**src/rtl/fifo_flags.sv**
```systemverilog
// Synchronous FIFO with occupancy count and full/almost_full/empty/almost_empty flags.
// Define FIFO_ERROR_STICKY_EN to make overflow/underflow hold until reset.
module fifo_flags #(
    parameter int DATA_WIDTH      = 6,
    parameter int ADDR_WIDTH      = 3,
    parameter int ALMOST_FULL_TH  = 6,
    parameter int ALMOST_EMPTY_TH = 2
) (
    input  logic                  clk,
    input  logic                  reset,
    input  logic                  push,
    input  logic [DATA_WIDTH-1:0] data_in,
    input  logic                  pop,
    output logic [DATA_WIDTH-1:0] data_out,
    output logic                  valid_out,
    output logic [ADDR_WIDTH:0]   count,
    output logic                  full,
    output logic                  almost_full,
    output logic                  empty,
    output logic                  almost_empty,
    output logic                  overflow,
    output logic                  underflow
);

    localparam int                DEPTH   = 1 << ADDR_WIDTH;
    localparam logic [ADDR_WIDTH:0] DEPTH_C = (ADDR_WIDTH+1)'(DEPTH);
    localparam logic [ADDR_WIDTH:0] AF_TH   = (ADDR_WIDTH+1)'(ALMOST_FULL_TH);
    localparam logic [ADDR_WIDTH:0] AE_TH   = (ADDR_WIDTH+1)'(ALMOST_EMPTY_TH);

    logic [DATA_WIDTH-1:0] mem_q [DEPTH];
    logic [DATA_WIDTH-1:0] mem_d [DEPTH];
    logic [ADDR_WIDTH-1:0] wr_ptr_q, wr_ptr_d;
    logic [ADDR_WIDTH-1:0] rd_ptr_q, rd_ptr_d;
    logic [ADDR_WIDTH:0]   count_q, count_d;
    logic [DATA_WIDTH-1:0] data_out_q, data_out_d;
    logic                  valid_out_q, valid_out_d;
    logic                  overflow_q, overflow_d;
    logic                  underflow_q, underflow_d;
    logic                  push_ok, pop_ok, push_rej, pop_rej;

    // Flags decode the count register only, so they never depend on this cycle's inputs.
    assign full         = (count_q == DEPTH_C);
    assign almost_full  = (count_q >= AF_TH);
    assign empty        = (count_q == '0);
    assign almost_empty = (count_q <= AE_TH);

    // A pop frees a slot in the same edge, so a full FIFO may still take a push alongside it.
    assign push_ok  = push && (!full || pop);
    assign pop_ok   = pop && !empty;
    assign push_rej = push && full && !pop;
    assign pop_rej  = pop && empty;

    always_comb begin
        // NOTE: every _d gets a default first so no path leaves a signal unassigned (no latches).
        mem_d       = mem_q;
        wr_ptr_d    = wr_ptr_q;
        rd_ptr_d    = rd_ptr_q;
        count_d     = count_q;
        data_out_d  = data_out_q;
        valid_out_d = pop_ok;

        if (push_ok) begin
            mem_d[wr_ptr_q] = data_in;
            wr_ptr_d        = wr_ptr_q + ADDR_WIDTH'(1);
        end
        if (pop_ok) begin
            data_out_d = mem_q[rd_ptr_q];
            rd_ptr_d   = rd_ptr_q + ADDR_WIDTH'(1);
        end

        if (push_ok && !pop_ok) begin
            count_d = count_q + (ADDR_WIDTH+1)'(1);
        end else if (pop_ok && !push_ok) begin
            count_d = count_q - (ADDR_WIDTH+1)'(1);
        end

`ifdef FIFO_ERROR_STICKY_EN
        overflow_d  = overflow_q  || push_rej;
        underflow_d = underflow_q || pop_rej;
`else
        overflow_d  = push_rej;
        underflow_d = pop_rej;
`endif
    end

    // NOTE: sequential state uses non-blocking assignments so all flops update together at the edge.
    always_ff @(posedge clk) begin
        if (reset) begin
            wr_ptr_q    <= '0;
            rd_ptr_q    <= '0;
            count_q     <= '0;
            data_out_q  <= '0;
            valid_out_q <= 1'b0;
            overflow_q  <= 1'b0;
            underflow_q <= 1'b0;
        end else begin
            wr_ptr_q    <= wr_ptr_d;
            rd_ptr_q    <= rd_ptr_d;
            count_q     <= count_d;
            data_out_q  <= data_out_d;
            valid_out_q <= valid_out_d;
            overflow_q  <= overflow_d;
            underflow_q <= underflow_d;
        end
    end

    // NOTE: storage is deliberately not reset; count and pointers alone define what is valid.
    always_ff @(posedge clk) begin
        mem_q <= mem_d;
    end

    assign data_out  = data_out_q;
    assign valid_out = valid_out_q;
    assign count     = count_q;
    assign overflow  = overflow_q;
    assign underflow = underflow_q;

endmodule

```
**config.mk**
```make
export PLATFORM = sky130hd
export DESIGN_NAME = fifo_flags
export DESIGN_NICKNAME = d
export VERILOG_FILES = /design/src/rtl/fifo_flags.sv
export SDC_FILE = /design/constraint.sdc
export NUM_CORES = 1
export LEC_CHECK = 0
export BUFFER_PORTS_ARGS = -buffer_cell sky130_fd_sc_hd__buf_2
export CAP_MARGIN = 10
export CORE_UTILIZATION = 59
export CTS_CLUSTER_SIZE = 14
export DETAILED_ROUTE_END_ITERATION = 10
export PLACE_DENSITY = 0.8
export SYNTH_ARGS = -nofsm -noshare
export SYNTH_HDL_FRONTEND = slang
export SYNTH_SLANG_ARGS = --single-unit
```
**constraint.sdc**
```tcl
create_clock -name clk -period 8.55 [get_ports clk]
set_input_delay 1.2825 -clock clk [delete_from_list [all_inputs] [get_ports clk]]
set_output_delay 1.2825 -clock clk [all_outputs]
set_load 0.05 [all_outputs]
```
==> results.toml <==
[power]
peakVddDrop_v = 0.0001595
powerDensity_mw_per_mm2 = 339.6
leakage_nw = 1.111
power.share.clock_pct = 28.2
switching_share_pct = 34.47
power.share.sequential_pct = 41.7
switchingPower_mw = 0.3578
intPower_mw = 0.6802
p_comb_share_pct = 30.1

[clock_network]
hold_buffers = 0
cts_buffer_depth = 2
postCtsSetupRepairBufs = 0
htreeDepth = 3
cts-resized-gates = 0
cts_inserted_buffers = 9
clock_latency_ns = 0.33
cts_tree = "yes"
clockRootBuffer = "clkbuf_8"
path_clk_slew_ns = 0.07
cts.sink_count = 67

[floorplanning]
fp.dieW_um = 69.21
io_pins = 27
dieArea_mm2 = 0.004790
start_util_pct = 61.21
rows = 24
core_mm2 = 0.004354
die_h_um = 69.21

[route]
drt-total-wl_um = 4764
drc_errors = 0
wl_per_cell_um = 18.54
final_antenna_net_count = 0
dr_total_vias = 1533
first_pass_iters = 4
drt-initial-drc-count = 133
via_per_inst = 5.965

[final_layout]
layout_commonest_cell = "edfxtp_1"
syn2layout_area_growth_pct = 14.69
final_cell_mix = "edfxtp_1, buf_2, nor2_1, dfxtp_1, mux4_2"
fin_cells = 257
seqCellArea_mm2 = 0.001822
multi_input_area_um2 = 787.0
fin_area_mm2 = 0.003057
n_antenna_cell = 0
fill_cells = 289
nets = 216
drive_gt1_share_pct = 29.76

[global_routing]
antenna_found_initial = 0
grt_pass1_wl_um = 7859
overflow = 0
grt_max_degree = 21
grtUsageTotal_pct = 22.79
grt_pass1_vias = 1555

[flow_run]
cap_violations = 0

[timing]
setup-tns-final_ns = 0
min_period_ns = 3.326
clock_skew_ns = 0.005507
report.final.hold_viol_count = 0
tightest_slew_ns = 1.052
fmax_ghz = 0.3007
rsz0062_at_grt = "no"
drv_slew = 0
relSlewSlack_pct = 29.32
setup_viol = 0
fin_crit_sh_pct = 38.90

[critical_path]
cp_max_fo = 12
crit_type = "input pin to flop"
slowest_delay_ns = 0.47
worstSetupEndpointType = "flop"
crit_chain = "buf_2 -> o41a_1 -> inv_2 -> ha_1 -> inv_1 -> ha_1 -> a21oi_1 -> a211oi_1 -> a31oi_1 -> mux2_2"
crit_path_top_delay_cell = "o41a_1"
cp.arrival_ns = 3.55
cp_common_cell = "ha_1"
startpoint_type = "input pin"
worstPathRequired_ns = 8.77

[synth]
yosysSeqAreaShare_pct = 68.36
synth_nets = 184
yosys_warnings = 0
netlist_area_mm2 = 0.002665
synth_cells = 168
ys_ff_latch = 67
synth_cell_types = 36
avgSynthCellArea_um2 = 15.86

[placed_design]
place_inst = 241
dp_hpwl_um = 3260
port_buffers = 26
gp_congestion = 0.7774
dpl_cell_area_mm2 = 0.002829

[worst_hold_path]
hold_path.class = "flop to flop"

[status]
status = "complete, no violations"
-- worst paths after layout --
path / start / slack (ns) / cells after the start / to
min: data_out[0]$_SDFFE_PP0P_ / 0.50 / 2 / data_out[0]$_SDFFE_PP0P_
max reg2reg: count[0]$_SDFFE_PP0P_ / 5.55 / 10 / count[3]$_SDFFE_PP0P_
min reg2reg: data_out[0]$_SDFFE_PP0P_ / 0.50 / 2 / data_out[0]$_SDFFE_PP0P_
max: pop / 5.22 / 10 / count[3]$_SDFFE_PP0P_
-- stage by stage --
step | hold slack (ns) | util [%] | setup slack [ns] | total power, mW
global placement | 0.4803 | 64.97 | 5.136 | 0.7388
detailed placement | 0.4868 | 64.97 | 4.949 | 0.7521
CTS | 0.5001 | 70.20 | 5.252 | 1.045
global route | 0.5262 | 70.20 | 5.086 | 1.086
finish | 0.4990 | 70.20 | 5.224 | 1.038
floorplan | 0.4919 | - | 5.070 | 0.6821
-- cells in the mapped netlist --
| cell | n | area, µm² |
|---|---|---|
| edfxtp_1 | 48 | 1441 |
| nor2_1 | 20 | 75.07 |
| dfxtp_1 | 19 | 380.4 |
| mux4_2 | 12 | 270.3 |
| nor3_1 | 10 | 50.05 |
| nand2_1 | 7 | 26.28 |
| o22ai_1 | 6 | 37.54 |
| ha_1 | 5 | 62.56 |
| a21oi_1 | 4 | 20.02 |
| nand2b_1 | 3 | 18.77 |
| xor2_1 | 3 | 26.28 |
| a211oi_1 | 2 | 15.01 |
| buf_2 | 2 | 10.01 |
| clkbuf_1 | 2 | 7.510 |
| inv_1 | 2 | 7.510 |
| nor4_1 | 2 | 12.51 |
| xnor2_1 | 2 | 17.52 |
| a21o_1 | 1 | 7.510 |
| a31oi_1 | 1 | 6.260 |
| and3b_1 | 1 | 8.760 |
| buf_4 | 1 | 7.510 |
| clkbuf_8 | 1 | 13.76 |
| fa_1 | 1 | 20.02 |
| inv_2 | 1 | 3.750 |
| inv_4 | 1 | 6.260 |
| mux2_2 | 1 | 11.26 |
| mux2i_1 | 1 | 10.01 |
| nand2_2 | 1 | 6.260 |
| nand3_1 | 1 | 5.000 |
| nor2b_1 | 1 | 6.260 |
| nor4b_1 | 1 | 8.760 |
| o211ai_1 | 1 | 7.510 |
| o21ai_4 | 1 | 16.27 |
| o41a_1 | 1 | 11.26 |
| or4b_4 | 1 | 13.76 |
| xnor2_2 | 1 | 16.27 |
-- power by group through the flow --
stage | sequential [mW] | combinational (mW) | clock (mW)
finish | 0.433 | 0.312 | 0.293
global route | 0.442 | 0.332 | 0.311
CTS | 0.435 | 0.312 | 0.297
detailed placement | 0.443 | 0.309 | 0
global placement | 0.440 | 0.299 | 0
floorplan | 0.488 | 0.194 | 0
-- critical path: cells and delay by family --
kind | cells | cell delay [ns]
adder cells (fa/ha/maj) | 2 | 0.52
AO/OA/AOI/OAI | 4 | 1.00
buffers and inverters | 3 | 0.39
multiplexers | 1 | 0.36
-- final cells by class --
class / instances / area share, %
flip-flops and latches: 67 / 59.60
well taps: 52 / 2.129
clock buffers: 11 / 4.994
repair buffers: 27 / 4.503
multi-input cells: 91 / 25.75
clock inverters: 5 / 2.456
inverters: 4 / 0.5731
-- registers in the layout, summed over array words and instances, names as in the netlist --
name       flops
count          4
valid_out      1
wr_ptr_q       3
underflow      1
rd_ptr_q       3
overflow       1
data_out       6
mem_q         48
-- routing by layer --
metal,track usage (%),share of wire (%)
met5,0,0
met4,9.751,0.88
met3,6.977,6.0
met2,35.49,52
met1,30.02,41
-- cells by family after synthesis --
| group | share of synthesized area [%] |
|---|---|
| AOI/OAI and AO/OA | 4.555 |
| xor gates and xnor gates | 2.254 |
| adders and majority gates | 3.099 |
| buffers and inverters | 2.113 |
| DFF | 68.36 |
| muxes | 10.94 |
| and+or+nand+nor | 8.686 |
Power figures use the tool's default switching activity.
